File: src/rtl/alu_pkg.sv
// Shared definitions for the round-robin ALU scheduler: word width, ALU opcodes,
// FSM state encoding and the illegal-opcode test.
package alu_pkg;
    localparam int WORD = 32;

    localparam logic [2:0] ALU_ADD = 3'b000;
    localparam logic [2:0] ALU_SUB = 3'b001;
    localparam logic [2:0] ALU_AND = 3'b010;
    localparam logic [2:0] ALU_OR  = 3'b011;
    localparam logic [2:0] ALU_SRL = 3'b100;
    localparam logic [2:0] ALU_SRA = 3'b101;

    typedef enum logic [1:0] {
        ST_IDLE = 2'd0,
        ST_EXEC = 2'd1,
        ST_RESP = 2'd2
    } state_t;

    // Opcodes 110 and 111 have no ALU meaning.
    function automatic logic op_illegal(input logic [2:0] op);
        return op[2] & op[1];
    endfunction
endpackage

File: src/rtl/alu_sched_if.sv
// Requester and response channel bundle between issue logic and the ALU scheduler.
interface alu_sched_if #(
    parameter int NREQ = 2,
    parameter int IDW  = 3
);
    import alu_pkg::*;

    logic [NREQ-1:0]      req_valid;
    logic [NREQ-1:0]      req_ready;
    logic [WORD*NREQ-1:0] req_a;
    logic [WORD*NREQ-1:0] req_b;
    logic [3*NREQ-1:0]    req_op;
    logic                 resp_valid;
    logic                 resp_ready;
    logic [IDW-1:0]       resp_id;
    logic [WORD-1:0]      resp_c;
    logic                 resp_err;
    logic                 busy;

    modport master (
        output req_valid, req_a, req_b, req_op, resp_ready,
        input  req_ready, resp_valid, resp_id, resp_c, resp_err, busy
    );

    modport slave (
        input  req_valid, req_a, req_b, req_op, resp_ready,
        output req_ready, resp_valid, resp_id, resp_c, resp_err, busy
    );
endinterface

File: src/rtl/alu.sv
// Shared 32-bit six-operation ALU datapath, purely combinational.
module alu
    import alu_pkg::*;
(
    input  logic [WORD-1:0] a,
    input  logic [WORD-1:0] b,
    input  logic [2:0]      op,
    output logic [WORD-1:0] c
);
    always_comb begin
        c = '0;
        case (op)
            ALU_ADD: c = a + b;
            ALU_SUB: c = a - b;
            ALU_AND: c = a & b;
            ALU_OR:  c = a | b;
            ALU_SRL: c = a >> b[4:0];
            ALU_SRA: c = $signed(a) >>> b[4:0];
            default: c = '0;
        endcase
    end
endmodule

File: src/rtl/rr_arbiter.sv
// Round-robin arbiter: the search starts just above the last grant and wraps to 0.
module rr_arbiter #(
    parameter int NREQ = 2,
    parameter int IDW  = 3
) (
    input  logic [NREQ-1:0] req,
    input  logic [IDW-1:0]  last,
    output logic [NREQ-1:0] gnt,
    output logic [IDW-1:0]  idx
);
    logic found;

    // Two passes: indices above last have priority, then the wrap-around from 0.
    always_comb begin
        gnt   = '0;
        idx   = '0;
        found = 1'b0;
        for (int i = 0; i < NREQ; i++) begin
            if (!found && req[i] && (IDW'(i) > last)) begin
                found  = 1'b1;
                gnt[i] = 1'b1;
                idx    = IDW'(i);
            end
        end
        for (int i = 0; i < NREQ; i++) begin
            if (!found && req[i] && (IDW'(i) <= last)) begin
                found  = 1'b1;
                gnt[i] = 1'b1;
                idx    = IDW'(i);
            end
        end
    end
endmodule

File: src/rtl/alu_sched.sv
// Shares one ALU between NREQ requesters: grant, capture operands, execute,
// then hold the tagged result until the consumer takes it.
module alu_sched
    import alu_pkg::*;
#(
    parameter int NREQ = 2,
    parameter int IDW  = 3
) (
    input logic        clk,
    input logic        reset,
    alu_sched_if.slave bus
);
    state_t          state;
    logic [IDW-1:0]  last_grant;
    logic [IDW-1:0]  gnt_idx;
    logic [IDW-1:0]  id_q;
    logic [NREQ-1:0] gnt;
    logic            grant_ok;
    logic            hs;
    logic [WORD-1:0] a_q;
    logic [WORD-1:0] b_q;
    logic [2:0]      op_q;
    logic [WORD-1:0] alu_c;
    logic            resp_valid_q;
    logic [WORD-1:0] resp_c_q;
    logic [IDW-1:0]  resp_id_q;
    logic            resp_err_q;

    rr_arbiter #(.NREQ(NREQ), .IDW(IDW)) u_arb (
        .req  (bus.req_valid),
        .last (last_grant),
        .gnt  (gnt),
        .idx  (gnt_idx)
    );

    alu u_alu (
        .a  (a_q),
        .b  (b_q),
        .op (op_q),
        .c  (alu_c)
    );

    // A new request may be taken when idle, or when the held result leaves this cycle.
    assign grant_ok      = (state == ST_IDLE) || ((state == ST_RESP) && bus.resp_ready);
    assign bus.req_ready = grant_ok ? gnt : '0;
    assign hs            = |bus.req_ready;
    assign bus.busy      = (state != ST_IDLE);
    assign bus.resp_valid = resp_valid_q;
    assign bus.resp_c     = resp_c_q;
    assign bus.resp_id    = resp_id_q;
    assign bus.resp_err   = resp_err_q;

    always_ff @(posedge clk) begin
        if (!reset) begin
            state        <= ST_IDLE;
            last_grant   <= IDW'(NREQ - 1);
            id_q         <= '0;
            a_q          <= '0;
            b_q          <= '0;
            op_q         <= '0;
            resp_valid_q <= 1'b0;
            resp_c_q     <= '0;
            resp_id_q    <= '0;
            resp_err_q   <= 1'b0;
        end else begin
            if (hs) begin
                a_q        <= bus.req_a[WORD*int'(gnt_idx) +: WORD];
                b_q        <= bus.req_b[WORD*int'(gnt_idx) +: WORD];
                op_q       <= bus.req_op[3*int'(gnt_idx) +: 3];
                id_q       <= gnt_idx;
                last_grant <= gnt_idx;
            end
            case (state)
                ST_IDLE: if (hs) state <= ST_EXEC;
                ST_EXEC: begin
                    resp_c_q     <= op_illegal(op_q) ? '0 : alu_c;
                    resp_err_q   <= op_illegal(op_q);
                    resp_id_q    <= id_q;
                    resp_valid_q <= 1'b1;
                    state        <= ST_RESP;
                end
                ST_RESP: begin
                    if (bus.resp_ready) begin
                        resp_valid_q <= 1'b0;
                        state        <= hs ? ST_EXEC : ST_IDLE;
                    end
                end
                default: state <= ST_IDLE;
            endcase
        end
    end
endmodule

File: src/flat_wrapper.sv
// flat-port wrapper written by rule: the top's interface ports become plain ports
module alu_sched_flat import alu_pkg::*;
#(
    parameter int NREQ = 2,
    parameter int IDW  = 3
)
  (clk, reset, bus_req_valid, bus_req_a, bus_req_b, bus_req_op, bus_resp_ready, bus_req_ready, bus_resp_valid, bus_resp_id, bus_resp_c, bus_resp_err, bus_busy);
  alu_sched_if #(.NREQ(NREQ), .IDW(IDW)) bus_i ();
  input logic clk;
  input logic reset;
  input wire logic [$bits(bus_i.req_valid)-1:0] bus_req_valid;
  input wire logic [$bits(bus_i.req_a)-1:0] bus_req_a;
  input wire logic [$bits(bus_i.req_b)-1:0] bus_req_b;
  input wire logic [$bits(bus_i.req_op)-1:0] bus_req_op;
  input wire logic [$bits(bus_i.resp_ready)-1:0] bus_resp_ready;
  output wire logic [$bits(bus_i.req_ready)-1:0] bus_req_ready;
  output wire logic [$bits(bus_i.resp_valid)-1:0] bus_resp_valid;
  output wire logic [$bits(bus_i.resp_id)-1:0] bus_resp_id;
  output wire logic [$bits(bus_i.resp_c)-1:0] bus_resp_c;
  output wire logic [$bits(bus_i.resp_err)-1:0] bus_resp_err;
  output wire logic [$bits(bus_i.busy)-1:0] bus_busy;
  assign bus_i.req_valid = bus_req_valid;
  assign bus_i.req_a = bus_req_a;
  assign bus_i.req_b = bus_req_b;
  assign bus_i.req_op = bus_req_op;
  assign bus_i.resp_ready = bus_resp_ready;
  assign bus_req_ready = bus_i.req_ready;
  assign bus_resp_valid = bus_i.resp_valid;
  assign bus_resp_id = bus_i.resp_id;
  assign bus_resp_c = bus_i.resp_c;
  assign bus_resp_err = bus_i.resp_err;
  assign bus_busy = bus_i.busy;
  alu_sched #(.NREQ(NREQ), .IDW(IDW)) u_core (.clk(clk), .reset(reset), .bus(bus_i));
endmodule
File: config.mk
export PLATFORM = sky130hd
export DESIGN_NAME = alu_sched_flat
export DESIGN_NICKNAME = d
export VERILOG_FILES = /design/src/rtl/alu_pkg.sv /design/src/rtl/alu_sched_if.sv /design/src/rtl/alu.sv /design/src/rtl/rr_arbiter.sv /design/src/rtl/alu_sched.sv /design/src/flat_wrapper.sv
export SDC_FILE = /design/constraint.sdc
export NUM_CORES = 1
export LEC_CHECK = 0
export ABC_AREA = 1
export CORE_ASPECT_RATIO = 1.4
export CORE_MARGIN = 3
export CORE_UTILIZATION = 40
export CTS_BUF_LIST = sky130_fd_sc_hd__clkbuf_4 sky130_fd_sc_hd__clkbuf_8
export DETAILED_ROUTE_END_ITERATION = 16
export DONT_BUFFER_PORTS = 1
export GPL_TIMING_DRIVEN = 0
export SETUP_SLACK_MARGIN = 0.15
export SYNTH_ARGS = -nofsm -noshare
export SYNTH_HDL_FRONTEND = slang
export SYNTH_SLANG_ARGS = --single-unit
File: constraint.sdc
create_clock -name clk -period 7.8 [get_ports clk]
set_clock_uncertainty 0.05 [all_clocks]
set_input_delay 1.17 -clock clk [delete_from_list [all_inputs] [get_ports clk]]
set_output_delay 1.17 -clock clk [all_outputs]
set_load 0.01 [all_outputs]
## Word level (Yosys, flattened, before mapping)

Index checks and enable logic that the tools add are counted.

- Register bits after elaboration: 112
- Output and inout bits: 40

- $add $sub $neg: 2
- $mul: 1
- Order comparisons: 4
- Equality and inequality tests: 9
- Shift operators: 5
- Mux-type cells: 18
- Bitwise gates (word level): 3
- Reductions and logical operators: 19

Operator list:

| cell | count |
|---|---|
| case mux 32 bit (6 select lines) | 1 |
| variable part select 64 x 9 -> 32 bit | 2 |
| adder 32 bit | 1 |
| bitwise AND 32 bit | 1 |
| two-way mux 32 bit | 1 |
| bitwise OR 32 bit | 1 |
| variable part select 6 x 32 -> 3 bit | 1 |
| right shift 32 x 5 -> 32 bit | 1 |
| >>> shifter 32 x 5 -> 32 bit | 1 |
| subtractor 32 bit | 1 |
| two-way mux 1 bit | 9 |
| logical AND 1 bit | 8 |
| equality test 3 x 2 -> 1 bit, second input constant | 2 |
| equality test 3 bit, second input constant | 2 |
| > comparator 1 x 3 -> 1 bit, first input constant | 2 |
| <= comparator 1 x 3 -> 1 bit, first input constant | 2 |
| two-way mux 2 bit | 3 |
| two-way mux 3 bit | 2 |
| case mux 2 bit (3 select lines) | 1 |
| multiplier 2 x 3 -> 5 bit, first input constant | 1 |
| AND reduction 2 bit | 2 |
| nonzero test 2 bit | 2 |
| equality test 3 x 1 -> 1 bit, second input constant | 1 |
| logical NOT 1 bit | 3 |
| 10 further kinds | 10 |

## Longest topological paths before layout

Gate-level depths: netlist of the first run.

- Word-level depth: 20
- Depth in mapped cells: 26
- Gate-level depth less buffers: 25

## Hierarchy

A second synthesis of the first run with hierarchy kept.

- Cell total of the unflattened synthesis: 2,109
- Area, all modules: 11,365.9 sq um

Modules (own cells, without submodules):

| module | times used | cells each | area an instance (sq um) |
|---|---|---|---|
| alu | 1 | 1,281 | 6,129.6 |
| alu_sched | 1 | 816 | 5,180.0 |
| rr_arbiter | 1 | 12 | 56.3 |

## Worst setup path before layout of the first run

OpenSTA, ideal clock, no wires.

- Kind: register to register
- Start point: register u_core.b_q[1]
- End point: register u_core.resp_c_q[31], in the netlist u_core.bus.resp_c[31]
- Setup time: 131 ps
- Arrival: 3,015 ps
- Setup slack: 4,604 ps
- Stages on the path, launching flop included: 27
- Path buffers: 2
- Clock period less this slack: 3,196 ps
- Cells stage by stage: dfxtp_1 > buf_4 > inv_2 > buf_2 > ha_1 > nand3_4 > nor3_4 > nand3_2 > nor2_4 > nand3_1 > o21ai_2 > nand2_1 > xnor2_1 > ha_1 > nand2_1 > nor3_1 > nand2_1 > inv_1 > nand2_1 > nand2_1 > inv_1 > nand2_1 > nand2_1 > nand3_1 > nand2_1 > nand2_1 > a21oi_2

- Longest elaborated chain between the ends: 3
- Elaborated cells on any way between the ends: 6

Ends and longest elaborated chain:

| item | line | RTL |
|---|---|---|
| from (decl) | alu_sched.sv:21 | `logic [WORD-1:0] b_q;` |
| from (signal assigned) | alu_sched.sv:68 | `b_q <= bus.req_b[WORD*int'(gnt_idx) +: WORD];` |
| subtractor 32 bit (tied with other cells) | alu.sv:14 | `ALU_SUB: c = a - b;` |
| case mux 32 bit (6 select lines) (*) | alu.sv:12 | `case (op)` |
| two-way mux 32 bit (*) | alu_sched.sv:76 | `resp_c_q <= op_illegal(op_q) ? '0 : alu_c;` |
| to (signal assigned) | alu_sched.sv:76 |  |
| to (decl) | alu_sched.sv:25 | `logic [WORD-1:0] resp_c_q;` |

Mark *: on every way between the ends. The rest lies on a longest branch, timed or not.
A chain may end at the register's enable or synchronous reset.

## Worst setup path after layout of the first run

Same ends and word-level chain as after synthesis.

==> results of run 1 <==
## layer usage
layer	wire length (um)	track usage	share of wire
met1	19400	0.421	0.39
met2	23400	0.586	0.47
met3	3310	0.0480	0.067
met4	3320	0.203	0.067
met5	0	0	0
## flip-flops by register name (all words and copies together), names as in the netlist
name / cells
u_core.a_q: 32
u_core.b_q: 32
u_core.bus.resp_c: 32
u_core.bus.resp_err: 1
u_core.bus.resp_id: 1
u_core.bus.resp_valid: 1
u_core.id_q: 1
u_core.last_grant: 1
u_core.op_q: 3
u_core.state: 2
## cell families after synthesis
group | share of synthesized area
compound gates | 0.188
xor+xnor | 0.0266
fa+ha+maj | 0.0465
buf+inv | 0.113
flops | 0.208
mux | 0.000980
other cells | 0.000367
simple gates | 0.416
## cell usage in the layout, fill, tap and decap left out, types with 32 or more instances in the layout
master / count
dfxtp_1: 106
nor2_1: 116
a21oi_1: 89
nand2_1: 600
buf_2: 40
a31oi_1: 82
nand3_1: 196
ha_1: 34
clkbuf_1: 32
inv_1: 149
o21ai_0: 110
## power breakdown
| part | leakage [nW] | switching, mW | internal, mW |
|---|---|---|---|
| sequential | 0.874 | 0.152 | 0.614 |
| combinational | 4.29 | 1.10 | 0.472 |
| clock | 0.110 | 0.218 | 0.166 |
| total | 5.27 | 1.47 | 1.25 |
## final cells by class
| type | count | area share |
|---|---|---|
| sequential | 106 | 0.196 |
| multi-input combinational | 1400 | 0.641 |
| buffer | 92 | 0.0470 |
| antenna | 2 | 0.000462 |
| clock buffer | 11 | 0.0134 |
| clock inverter | 5 | 0.00670 |
| inverter | 168 | 0.0595 |
| tap | 315 | 0.0364 |
## worst max-delay path, delay by kind of cell (launching register included)
family	cells	cell delay (ns)
adder cells (fa/ha/maj)	2	0.69
XOR/XNOR	1	0.32
AO/OA/AOI/OAI	2	0.23
buffers and inverters	3	0.61
AND/OR/NAND/NOR	16	2.17
flip-flops	1	0.32
## worst paths after layout
| path | to | startpoint | cells past startpoint |
|---|---|---|---|
| setup reg to reg | u_core.bus.resp_c[31] | u_core.b_q[1] | 24 |
| setup / recovery | u_core.bus.resp_c[31] | u_core.b_q[1] | 24 |
| hold / removal | u_core.last_grant[0] | u_core.last_grant[0] | 2 |
| hold reg to reg | u_core.last_grant[0] | u_core.last_grant[0] | 2 |
==> flow_summary_export.csv, run 1 <==
group,metric,value,unit
run_status,run_status,"completed",
placement,pre_cts_slack,3.45,ns
clock_tree,cts_buffers,9,
timing,max_freq,0.222,GHz
flow_run,drv_cap,0,
clock_tree,cts_hold_repair_buffers,0,
route,vias_per_std_cell,5.77,
worst_setup_path,regToRegSetupSlack,3.29,ns
synthesis,top_flip_flop_cell_by_instance_count_after_synthesis,"dfxtp_1",
timing,max_slew_vio_count,0,
route,vias,12100,
placement,hpwlAfterDp,41600,um
placement,place_inst,2081,
route,drt_first_iter_violations,1176,
synthesis,area_contributors_post_synth,"nand2_1 22%, dfxtp_1 21%, nand3_1 9.6%, inv_1 5.5%, o21ai_0 5.4%",
route,postRouteWirelength,49400,um
synthesis,number_of_synthesized_flops_with_an_enable_pin,0,
synthesis,post-synth-top-count-cell,"nand2_1",
synthesis,ys_seq_area_frac,0.208,
finish,multi_input_logic_area,0.00695,mm^2
synthesis,synth_top_cells_by_count,"600 x nand2_1, 196 x nand3_1, 149 x inv_1, 116 x nor2_1, 110 x o21ai_0",
worst_setup_path,critPathCaptureType,"flip-flop",
worst_setup_path,type_of_origin_of_the_critical_path,"flip-flop",
floorplan,die_y_extent,195,um
synthesis,ys_ff_latch,106,
global_routing,grt_max_degree,19,
synthesis,synth_cell_types,53,
worst_setup_path,path_cells,"buf_4 -> inv_2 -> buf_2 -> ha_1 -> nand3_4 -> nor3_4 -> nand3_2 -> nor2_4 -> nand3_1 -> o21ai_2 -> nand2_1 -> xnor2_1 -> ha_1 -> nand2_1 -> nor3_1 -> nand2_1 -> nor2_1 -> nand2_1 -> nand2_1 -> nand2_1 -> nand3_1 -> nand2_1 -> nand2_1 -> a21oi_2",
route,drt-wirelength-per-cell,23.5,um
clock_tree,clockBufferDepth,2,
pwr,p_total,2.73,mW
clock_tree,h-tree-depth,3,
placement,gp_congestion,1.06,
global_routing,grt_overflow_total,0,
timing,rsz_0062_raised_after_global_routing,"no",
timing,timing_worst_slew_pin_value,0.825,ns
worst_setup_path,path_max_fanout,10,
synthesis,top_cell_type_by_total_area_after_synthesis,"nand2_1",
route,remaining_drc_errors,0,
clock_tree,cts.sinks,106,
global_routing,grt_antenna_before_repair,1,
finish,post-route-util,0.435,
timing,max-slew-margin-rel,0.446,
timing,setup_tns,0,ns
placement,port-buffer-count,0,
clock_tree,worst_skew_pair.late_latency,0.42,ns
clock_tree,clkTransAtPathRegs,0.12,ns
worst_hold_path,worst_hold_path_class,"reg -> reg",
timing,timing.final.ws_setup,3.29,ns
route,ant_nets,0,
floorplan,die_area,0.0275,mm^2
worst_setup_path,crit_top_cell,"nand2_1",
synthesis,asyncSetResetFlopFracSynth,0,
timing,finalCritPeriodShare,0.579,
timing,finalHoldViolations,0,
worst_setup_path,timing.critical_path.slowest_stage_cell,"ha_1",
clock_tree,clock_tree_from_tritoncts,"yes",
floorplan,dieWidth,141,um
global_routing,global_route.usage.total,0.349,
finish,post_layout_nonfiller_instances,2099,
worst_setup_path,critical_path_required,8.04,ns
synthesis,syn_area_per_cell,5.79,um^2
finish,fin_area,0.0108,mm^2
pwr,cellLeakagePower,5.27,nW
floorplan,floorplan.initialDensity,0.410,
clock_tree,clk_root_buffer_cell,"clkbuf_8",
floorplan,floorplan_row_count,68,
clock_tree,cts_setup_buffers,0,
worst_setup_path,worstPathArrival,4.76,ns
timing,finalSetupViolCount,0,
clock_tree,cts_repair_resize_count,0,
synthesis,post-synth-top-area-fraction,0.220,
synthesis,ys.warnings.count,0,
finish,flow.area_growth_from_synthesis,6.07,%
global_routing,first_pass_grt_wire_length,71500,um
route,firstDrtPassIters,9,
synthesis,syn_inst_count,1765,
global_routing,first_global_vias,11300,
worst_setup_path,crit_path_max_incr_delay,0.40,ns
finish,area_of_all_sequential_standard_cells,0.00212,mm^2
floorplan,ioPinCount,179,
worst_setup_path,crit_type,"reg -> reg",
finish,nets,1951,
pwr,vdd.ir_drop.worst,0.134,mV
floorplan,core_region_area,0.0249,mm^2
finish,fillers,2839,
pwr,p_per_area,251,mW/mm^2
finish,post_route_cells_drive_above_1_share,0.0758,
timing,whs,0.423,ns
synthesis,synth_area,0.0102,mm^2
timing,final.min_clock_period,4.51,ns
placement,placed_area,0.0106,mm^2
Power figures use the tool's default switching activity.
==> run 2: changes to the inputs <==
==> constraint.sdc (replaced) <==
create_clock -name clk -period 4.25 [get_ports clk]
set_clock_uncertainty 0.05 [all_clocks]
set_input_delay 0.6375 -clock clk [delete_from_list [all_inputs] [get_ports clk]]
set_output_delay 0.6375 -clock clk [all_outputs]
set_load 0.01 [all_outputs]
==> run 2 against run 1 <==
  * Count of clock-buffer cells in the layout unchanged
  * Sequential power up 84%
  * Design area up 1.6%
  * Flip-flop and latch count unchanged
  * Maximum frequency up 13%
  * Hold slack worse by 0.11 ns
  * Wire length up 0.16%
  * Power up 86%
  * Non-clock buffer count up 4
  * First-iteration DRC count down 16%
  * Via count down 0.52%
  * Largest power group unchanged
  * Highest routed layer is now met5
==> flow_summary_export.csv, run 2 (same netlist as run 1, synthesis figures left out) <==
group,metric,value,unit
clock_tree,cts.sinks,106,
flow_run,drv_cap,0,
timing,max-slew-margin-rel,0.452,
worst_setup_path,critPathCaptureType,"flip-flop",
finish,commonest_non_fill_non_tap_cell_in_the_layout,"nand2_1",
worst_setup_path,ff2ff_path_depth,25,
worst_setup_path,crit_path_max_incr_delay,0.38,ns
worst_setup_path,critical_path_buf_inv_count,3,
global_routing,grt_overflow_total,0,
worst_setup_path,path_max_fanout,11,
worst_hold_path,worst_hold_path_class,"in -> reg",
floorplan,dieWidth,141,um
pwr,p_per_area,462,mW/mm^2
floorplan,die_y_extent,195,um
clock_tree,worst_skew_pair.late_latency,0.42,ns
timing,finalHoldViolations,0,
worst_setup_path,crit_top_cell,"nand2_1",
clock_tree,clk_root_buffer_cell,"clkbuf_8",
global_routing,grt_max_degree,19,
route,postRouteWirelength,49500,um
worst_setup_path,critical-path-top-delay-family,"simple AND/OR/NAND/NOR gates",
run_status,run_status,"completed",
worst_setup_path,regToRegSetupSlack,0.24,ns
worst_setup_path,worstPathArrival,4.25,ns
route,remaining_drc_errors,0,
floorplan,core_region_area,0.0249,mm^2
worst_setup_path,regToRegEndpoint,"u_core.bus.resp_c[31]",
placement,port-buffer-count,0,
route,drt-wirelength-per-cell,23.6,um
timing,finalSetupViolCount,0,
global_routing,first_pass_grt_wire_length,71600,um
floorplan,floorplan.initialDensity,0.410,
worst_hold_path,worstHoldEndpoint,"u_core.a_q[18]",
placement,gp_congestion,1.06,
clock_tree,cts_buffers,9,
floorplan,die_area,0.0275,mm^2
route,ant_nets,0,
timing,final.min_clock_period,4.01,ns
worst_setup_path,timing.rr.start,"u_core.b_q[0]",
finish,antenna_cells,0,
finish,fin_area,0.0110,mm^2
route,drt_first_iter_violations,988,
global_routing,global_route.usage.total,0.349,
route,vias,12000,
timing,max_freq,0.249,GHz
route,vias_per_std_cell,5.73,
worst_setup_path,timing.critical_path.slowest_stage_cell,"dfxtp_2",
timing,timing_worst_slew_pin_value,0.817,ns
route,firstDrtPassIters,6,
clock_tree,clkTransAtPathRegs,0.12,ns
global_routing,grt_antenna_before_repair,1,
pwr,cellLeakagePower,5.31,nW
finish,flow.area_growth_from_synthesis,7.78,%
clock_tree,h-tree-depth,3,
timing,timing.final.ws_setup,0.242,ns
finish,post_route_cells_drive_above_1_share,0.0963,
worst_hold_path,hold_start,"bus_req_a[18]",
pwr,vdd.ir_drop.worst,0.249,mV
placement,placed_area,0.0106,mm^2
worst_hold_path,min_delay_path_depth,2,
finish,nets,1955,
floorplan,ioPinCount,179,
timing,max_slew_vio_count,0,
worst_setup_path,crit_type,"reg -> reg",
timing,rsz_0062_raised_after_global_routing,"yes",
timing,finalCritPeriodShare,0.943,
timing,setup_tns,0,ns
finish,post-route-util,0.442,
clock_tree,cts_hold_repair_buffers,0,
clock_tree,clock_tree_from_tritoncts,"yes",
clock_tree,clockBufferDepth,2,
placement,pre_cts_slack,-0.103,ns
worst_setup_path,type_of_origin_of_the_critical_path,"flip-flop",
finish,layout.cells.most_common_list,"596 x nand2_1, 193 x nand3_1, 149 x inv_1",
worst_setup_path,critical_path_required,4.49,ns
floorplan,floorplan_row_count,68,
global_routing,first_global_vias,11300,
placement,hpwlAfterDp,41600,um
==> run 2: area by class of cell <==
cell class | instances | area, um^2
timing repair buffer | 4 | 30.0
tap | 315 | 394
multi-input combinational | 1400 | 7080
buffer | 92 | 520
clock inverter | 5 | 72.6
inverter | 168 | 647
fill | 2828 | 13900
sequential | 106 | 2120
clock buffer | 11 | 145
==> run 2: what timing repair did <==
item	in CTS	in global routing
gates cloned	0	0
pin swaps	3	10
buffers inserted	2	2
gates resized for setup	5	36
endpoints found under the setup margin	14	16
==> run 2: metal layers <==
layer | up-vias | share of wire | GRT usage
li1 | 5852 | - | -
met1 | 5509 | 0.40 | 0.422
met2 | 547 | 0.47 | 0.586
met3 | 129 | 0.062 | 0.0475
met4 | 2 | 0.069 | 0.205
met5 | - | 0.00020 | 0
==> run 2: worst max path at each step <==
stage | start | endpoint | slack [ns] | depth (start not counted)
after global routing | u_core.b_q[0] | u_core.bus.resp_c[31] | 0.02 | 25
after detailed placement | u_core.b_q[1] | u_core.bus.resp_c[31] | -0.10 | 26
after floorplan | u_core.b_q[1] | u_core.bus.resp_c[31] | 1.05 | 26
after CTS | u_core.b_q[1] | u_core.bus.resp_c[31] | 0.07 | 26
final | u_core.b_q[0] | u_core.bus.resp_c[31] | 0.24 | 25
after global placement | u_core.b_q[1] | u_core.bus.resp_c[29] | -0.11 | 22
==> run 2: per-stage QoR <==
step                      power (mW)  std cells  hold slack, ns
after floorplan                 3.20       1766           0.379
after global placement          4.25       2081           0.397
after detailed placement        4.24       2081           0.399
after CTS                       4.96       2099           0.297
after global routing            5.38       2101           0.308
final                           5.08       2101           0.311
==> run 2: power by group <==
group,internal (mW),switching [mW]
Combinational,0.907,2.06
Sequential,1.13,0.280
Clock,0.304,0.399
Total,2.34,2.74
